--- src/rtl/uart_rx.sv ---
// uart_rx: 16x-oversampled UART receiver recovering 8-N-1 (or 8-E-1) frames into a valid/read holding register.
// Ports: clk, rstN (async active-low), rxClkEn (oversample tick), rx (serial line, idle high),
//        rxRead (consumer pulse) -> rxData, rxValid, rxFrameErr, rxParityErr, rxOverrun (sticky).
// Optional even-parity bit after the data bits is compiled in with `define UART_RX_PARITY_EN.
module uart_rx #(
  parameter int DATA_BITS  = 8,
  parameter int OVERSAMPLE = 16
) (
  input  logic                 clk,
  input  logic                 rstN,
  input  logic                 rxClkEn,
  input  logic                 rx,
  input  logic                 rxRead,
  output logic [DATA_BITS-1:0] rxData,
  output logic                 rxValid,
  output logic                 rxFrameErr,
  output logic                 rxParityErr,
  output logic                 rxOverrun
);
  localparam int TW = $clog2(OVERSAMPLE);
  localparam int BW = DATA_BITS > 1 ? $clog2(DATA_BITS) : 1;
  localparam logic [TW-1:0] HALF = TW'(OVERSAMPLE / 2 - 1);
  localparam logic [TW-1:0] LAST = TW'(OVERSAMPLE - 1);
  typedef enum logic [2:0] {IDLE, START, DATA, PARITY, STOP, BRK} state_e;
  state_e               state_q, state_d;
  logic                 sync1_q, rx_sync_q;
  logic [TW-1:0]        tick_q, tick_d;
  logic [BW-1:0]        bit_q, bit_d;
  logic [DATA_BITS-1:0] shift_q, shift_d, data_q, data_d;
  logic                 valid_q, valid_d, fe_q, fe_d, ov_q, ov_d, commit;
`ifdef UART_RX_PARITY_EN
  logic                 par_q, par_d, pe_q, pe_d;
`endif
  always_comb begin
    state_d = state_q;
    tick_d  = tick_q;
    bit_d   = bit_q;
    shift_d = shift_q;
    commit  = 1'b0;
`ifdef UART_RX_PARITY_EN
    par_d   = par_q;
`endif
    if (rxClkEn) begin
      case (state_q)
        IDLE: if (!rx_sync_q) begin
          state_d = START;
          tick_d  = '0;
        end
        START: if (tick_q == HALF) begin
          // mid start bit: a line back high means the falling edge was a glitch
          state_d = rx_sync_q ? IDLE : DATA;
          tick_d  = '0;
          bit_d   = '0;
        end else tick_d = tick_q + TW'(1);
        DATA: if (tick_q == LAST) begin
          shift_d = {rx_sync_q, shift_q[DATA_BITS-1:1]};
          tick_d  = '0;
          bit_d   = bit_q + BW'(1);
`ifdef UART_RX_PARITY_EN
          if (bit_q == BW'(DATA_BITS - 1)) state_d = PARITY;
`else
          if (bit_q == BW'(DATA_BITS - 1)) state_d = STOP;
`endif
        end else tick_d = tick_q + TW'(1);
`ifdef UART_RX_PARITY_EN
        PARITY: if (tick_q == LAST) begin
          par_d   = rx_sync_q;
          tick_d  = '0;
          state_d = STOP;
        end else tick_d = tick_q + TW'(1);
`endif
        STOP: if (tick_q == LAST) begin
          commit  = 1'b1;
          tick_d  = '0;
          // a low stop bit may be a break; wait for the line to rise before hunting a new start
          state_d = rx_sync_q ? IDLE : BRK;
        end else tick_d = tick_q + TW'(1);
        BRK: if (rx_sync_q) state_d = IDLE;
        default: state_d = IDLE;
      endcase
    end
    data_d  = commit ? shift_q : data_q;
    fe_d    = commit ? ~rx_sync_q : fe_q;
    valid_d = commit | (valid_q & ~rxRead);
    // overrun only when the held byte is overwritten without being read in the same cycle
    ov_d    = ~rxRead & (ov_q | (commit & valid_q));
`ifdef UART_RX_PARITY_EN
    pe_d    = commit ? (^shift_q ^ par_q) : pe_q;
`endif
  end
  always_ff @(posedge clk or negedge rstN) begin
    if (!rstN) begin
      sync1_q   <= 1'b1;
      rx_sync_q <= 1'b1;
      state_q   <= IDLE;
      tick_q    <= '0;
      bit_q     <= '0;
      shift_q   <= '0;
      data_q    <= '0;
      valid_q   <= 1'b0;
      fe_q      <= 1'b0;
      ov_q      <= 1'b0;
`ifdef UART_RX_PARITY_EN
      par_q     <= 1'b0;
      pe_q      <= 1'b0;
`endif
    end else begin
      sync1_q   <= rx;
      rx_sync_q <= sync1_q;
      state_q   <= state_d;
      tick_q    <= tick_d;
      bit_q     <= bit_d;
      shift_q   <= shift_d;
      data_q    <= data_d;
      valid_q   <= valid_d;
      fe_q      <= fe_d;
      ov_q      <= ov_d;
`ifdef UART_RX_PARITY_EN
      par_q     <= par_d;
      pe_q      <= pe_d;
`endif
    end
  end
  assign rxData     = data_q;
  assign rxValid    = valid_q;
  assign rxFrameErr = fe_q;
  assign rxOverrun  = ov_q;
`ifdef UART_RX_PARITY_EN
  assign rxParityErr = pe_q;
`else
  assign rxParityErr = 1'b0;
`endif
endmodule
--- config.mk ---
export PLATFORM = sky130hd
export DESIGN_NAME = uart_rx
export DESIGN_NICKNAME = d
export VERILOG_FILES = /design/src/rtl/uart_rx.sv
export SDC_FILE = /design/constraint.sdc
export NUM_CORES = 1
export LEC_CHECK = 0
export ABC_AREA = 1
export ABC_CLOCK_PERIOD_IN_PS = 2100
export BUFFER_PORTS_ARGS = -buffer_cell sky130_fd_sc_hd__buf_4
export CORE_MARGIN = 2
export CORE_UTILIZATION = 35
export CTS_CLUSTER_DIAMETER = 100
export DETAILED_ROUTE_END_ITERATION = 8
export PLACE_DENSITY = 0.58
export SYNTH_ARGS = -nofsm -noshare
export SYNTH_HDL_FRONTEND = slang
export SYNTH_SLANG_ARGS = --single-unit
--- constraint.sdc ---
create_clock -name clk -period 2.1 [get_ports clk]
set_input_delay 0.315 -clock clk [delete_from_list [all_inputs] [get_ports clk]]
set_output_delay 0.315 -clock clk [all_outputs]
set_load 0.03 [all_outputs]
======== After elaboration in Yosys (flattened, before gate mapping) ========
Index checks and enable logic that the tools add are counted.
word-level totals
  bits in registers ....................... 31
  input bits .............................. 5
  output and inout port bits .............. 12
  word-level logic and storage cells ...... 59
cells by class
  $add $sub $neg .......................... 2
  eq/ne operators ......................... 13
  multiplexer cells ....................... 19
  bitwise gates (word level) .............. 7
  reduce and logical (&&, ||, !) cells .... 8
operators with widths
  cell                   count
  $mux W3                9
  $pmux W3 S5            1
  $mux W4                3
  $ne A2 B2 Y1 const B   6
  $pmux W4 S3            1
  $eq A3 B3 Y1 const B   3
  $reduce_and A7 Y1      1
  $pmux W3 S2            1
  $reduce_and A3 Y1      2
  $add A4 B1 Y4 const B  1
  $eq A4 B3 Y1 const B   1
  $eq A4 B4 Y1 const B   1
  $reduce_and A4 Y1      1
  $add A3 B1 Y3 const B  1
  $and A1 B1 Y1          3
  $eq A3 B1 Y1 const B   1
  $eq A3 B2 Y1 const B   1
  $logic_not A3 Y1       1
  $mux W1                3
  $reduce_bool A3 Y1     1
  $mux W2                1
  $not A1 Y1             2
  $or A1 B1 Y1           2
  $reduce_bool A2 Y1     1
  $reduce_or A2 Y1       1

======== Depth between registers and ports, before layout ========
  depth after elaboration ................. 7
  depth in mapped cells ................... 9
  depth with buffers taken out ............ 9

======== Worst setup path after synthesis ========
OpenSTA, ideal clock, no wires.
  kind .................................... register to register
  start ................................... register tick_q[0]
  end ..................................... register shift_q[5]
  library setup time ...................... 0.118 ns
  arrival ................................. 1.227 ns
  data required time ...................... 1.982 ns
  path slack .............................. 0.755 ns
  stages on the path, launching flop included .. 10
  path buffers ............................ 1
  clock period less this slack ............ 1.345 ns
  path through ............................ dfrtp_1 > ha_1 > nand2_2 > inv_2 > nand2_4 > nor2_8 > nand2_4 > buf_6 > nand2_1 > o21ai_2
between the ends
  word-level cells in the longest chain between the ends .. 2
ends and longest elaborated chain
  what                         RTL line  text
  from (decl)                  27        logic [TW-1:0] tick_q, tick_d;
  from (signal assigned)       111       tick_q <= tick_d;
  $eq A4 B4 Y1                 55        DATA: if (tick_q == LAST) begin
  $reduce_and A3 Y1 (no line)  -
  to (signal assigned)         113       shift_q <= shift_d;
  to (decl)                    29        logic [DATA_BITS-1:0] shift_q, shift_d, data_q, data_d;
No other way between the ends.
A chain may end at the register's enable or synchronous reset.

======== Worst setup path after layout ========
  start ................................... register tick_q[0]
  end ..................................... register bit_q[0]
between the ends
  word-level cells in the longest chain between the ends .. 3
  elaborated cells on any way between the ends .. 5
  those cells by class .................... 4 x eq/ne; 1 x reduce/logical
ends and longest elaborated chain
  what                                          RTL line  text
  $eq A4 B4 Y1 or $eq A4 B3 Y1 (tied branches)  55, 49
  $ne A2 B2 Y1 (no line)                        -
  $reduce_and A4 Y1 (no line) (*)               -
  to (signal assigned)                          112       bit_q <= bit_d;
  to (decl)                                     28        logic [BW-1:0] bit_q, bit_d;
Mark *: on every way between the ends. The rest lies on a longest branch, timed or not.

==> results.py <==
metrics = {
    "run_status": {
        "status": "finished, final reports clean",
    },
    "cts": {
        "cts_tree": "built",
        "htreeDepth": 2,
        "numClockSinks": 31,
        "clk_pin_slew_ns": 0.07,
        "numCtsBuffers": 5,
        "ctsRootBufferMaster": "clkbuf_8",
        "cts_buffer_depth": 2,
        "postCtsSetupBuffers": 0,
        "clk_latency_ns": 0.28,
    },
    "cells_and_area": {
        "diodes": 0,
        "num-nets-final": 203,
        "final_cell_mix": "47 x nand2_1, 29 x dfrtp_1, 23 x inv_1, 16 x o21ai_2, 15 x buf_4",
        "syn_to_final_growth_pct": 18.9,
        "final_common_cell": "nand2_1",
        "final_layout_size_suffix_gt1_share_pct": 27.0,
        "fin_util_pct": 42.5,
        "fin_cells": 248,
    },
    "timing": {
        "rsz0062_at_grt": "no",
        "finalSetupViolCount": 0,
        "max_freq_mhz": 682,
        "period_needed_ns": 1.47,
        "finalSetupTns_ns": 0,
        "fin_skew_ns": 0.00381,
        "fin_hold_ws_ns": 0.135,
        "fin_crit_sh_pct": 69.8,
        "drv_slew": 0,
        "setup_slack_ns": 0.634,
        "hold_viol": 0,
    },
    "power_and_ir_drop": {
        "sw_frac_of_total_pct": 31.5,
        "p_sw_uw": 586,
        "intPower_mw": 1.27,
        "p_clk_share_pct": 37.6,
        "p_seq_share_pct": 38.7,
        "power_density_mw_per_mm2": 1020,
        "comb_power_share_pct": 23.7,
        "leakagePower_nw": 0.969,
        "peakVddDrop_mv": 0.296,
    },
    "die": {
        "die-area_mm2": 0.00494,
        "core_area_mm2": 0.00429,
        "start_util_pct": 35.8,
        "num_rows": 24,
        "die_y_um": 70.3,
        "die_w_um": 70.3,
        "num_io_pins": 17,
    },
    "setup_path": {
        "max_stage_delay_ns": 0.42,
        "cp_data_arrival_time_ns": 1.67,
        "startpoint_type": "flip-flop",
        "critPathRequiredTime_ns": 2.31,
        "worst-path-buf-inv": 0,
        "crit_start": "tick_q[0]",
        "slowest_stage": "dfrtp_1",
        "r2r-end": "bit_q[0]",
        "critical-path-top-delay-family": "simple AND/OR/NAND/NOR gates",
        "crit_path_cell_trace": "ha_1 -> nand2_2 -> nor2_1 -> nor2_1 -> nor2_1 -> nand2_1 -> nand2_1 -> o21ai_1",
        "cp_common_cell": "nor2_1",
        "r2r_cells": 8,
        "setup.worst_path.end_class": "flip-flop",
        "crit_fanout": 6,
        "crit_type": "reg2reg",
        "r2r_setup_slack_ns": 0.63,
        "reg2reg_from": "tick_q[0]",
    },
    "routing": {
        "drcViolationCount": 0,
        "viasPerCell": 4.47,
        "drtPass1Iterations": 4,
        "drtIter0Drc": 80,
        "detail-route-antenna-nets": 0,
        "vias": 1109,
        "post_drt_wl_per_cell_um": 10.7,
        "wirelength_mm": 2.66,
    },
    "grt": {
        "grt_pass1_vias": 1097,
        "track_usage_pct": 12.5,
        "grt-ovfl-total": 0,
        "grt_pass1_wl_mm": 4.91,
        "grt_antenna_before_repair": 0,
        "grt_max_degree": 32,
    },
    "synthesis": {
        "synth_cell_types": 23,
        "post_synth.cell_area_avg_um2": 8.78,
        "syn_area_mm2": 0.00154,
        "seq_area_frac_synth_pct": 50.7,
        "synth_fa_ha_area_share_pct": 2.44,
        "synth-simple-area-share_pct": 25.7,
        "ys_warn_count": 0,
        "synth_top_family_by_area": "simple AND/OR/NAND/NOR gates",
        "syn-instance-count": 175,
        "ys_ff_latch": 31,
        "muxShareOfSynthArea_pct": 0,
        "synth_nets": 183,
        "yosys.area_share.xor_xnor_pct": 0,
        "synth-compound-area-share_pct": 12.6,
    },
    "place": {
        "gp_congestion": 0.833,
        "dp_slack_ns": 0.644,
        "dp.cells": 239,
        "numPortBuffers": 15,
        "post-dp-hpwl_mm": 1.86,
    },
    "min_path": {
        "min_path_type": "in2reg",
        "hold-path-cell-count": 1,
        "min_to": "sync1_q",
        "min_from": "rx",
    },
    "job": {
        "cap_violations": 0,
    },
}
## cell usage after synthesis
cell type	count	area share, %
a21oi_1	1	0.33
a21oi_2	1	0.57
buf_4	1	0.49
buf_6	2	1.5
conb_1	1	0.24
dfrtp_1	29	47
dfstp_2	2	3.4
ha_1	3	2.4
inv_1	23	5.6
inv_2	3	0.73
nand2_1	47	11
nand2_2	2	0.81
nand2_4	3	2.2
nand3_1	13	4.2
nand3_2	1	0.65
nand4_1	2	0.81
nor2_1	14	3.4
nor2_2	1	0.41
nor2_8	1	1.3
o21ai_0	5	1.6
o21ai_1	3	0.98
o21ai_2	16	9.1
or2_2	1	0.41
## sequential cells by signal (all words and copies together), names as in the netlist
register and count:
rxOverrun 1, sync1_q 1, shift_q 8, state_q 3, rxValid 1, bit_q 3
rx_sync_q 1, rxFrameErr 1, rxData 8, tick_q 4
## metrics by stage
step | power [mW] | area [um2]
floorplan | 1.07 | 1540
global placement | 1.17 | 1680
detailed placement | 1.17 | 1680
CTS | 1.88 | 1830
global route | 2.00 | 1830
finish | 1.86 | 1830
## cell families (layout without fill, tap and decap cells)
family,Yosys count,in the layout
DFF,31,31
other,1,1
AOI/OAI and AO/OA,26,26
buffers and inverters,29,50
and+or+nand+nor,85,85
adders and majority gates,3,3
## repair_timing
action                                  CTS  global route
endpoints found under the setup margin    0             0
hold buffers                              1             0
hold endpoints to repair                 29             0
gates resized for setup                   0             0
## worst reg2reg max path, delay by kind of cell (launching register included)
family	cells	cell delay, ns
compound gates	1	0.08
fa+ha+maj	1	0.24
flops	1	0.42
simple gates	6	0.67
## cell type report
class / count / area, um2
Clock inverter: 2 / 60.1
Fill cell: 444 / 2470
Multi-Input combinational cell: 115 / 631
Timing Repair Buffer: 16 / 123
Clock buffer: 6 / 72.6
Sequential cell: 31 / 778
Tap cell: 52 / 65.1
Inverter: 26 / 97.6
## power groups by stage
stage          sequential, mW  clock, mW  combinational, mW
2_1_floorplan           0.716          0              0.352
3_3_place_gp            0.732          0              0.442
3_5_place_dp            0.729          0              0.441
4_1_cts                 0.718      0.716              0.447
5_1_grt                 0.731      0.741              0.528
6_report                0.720      0.699              0.441
## per-layer routing
layer | track usage (%) | vias up | wire, um
met3 | 4.04 | 4 | 93
li1 | - | 584 | -
met5 | 0 | - | 0
met1 | 15.6 | 507 | 1300
met4 | 5.77 | 0 | 42
met2 | 19.7 | 14 | 1220
## how the worst max path moves through the flow
stage,to,slack [ns],depth (start not counted)
floorplan,shift_q[5],0.75,9
global placement,bit_q[0],0.68,8
detailed placement,bit_q[1],0.64,8
CTS,bit_q[0],0.62,8
global route,state_q[0],0.42,8
finish,bit_q[0],0.63,8
Power figures use the tool's default switching activity.
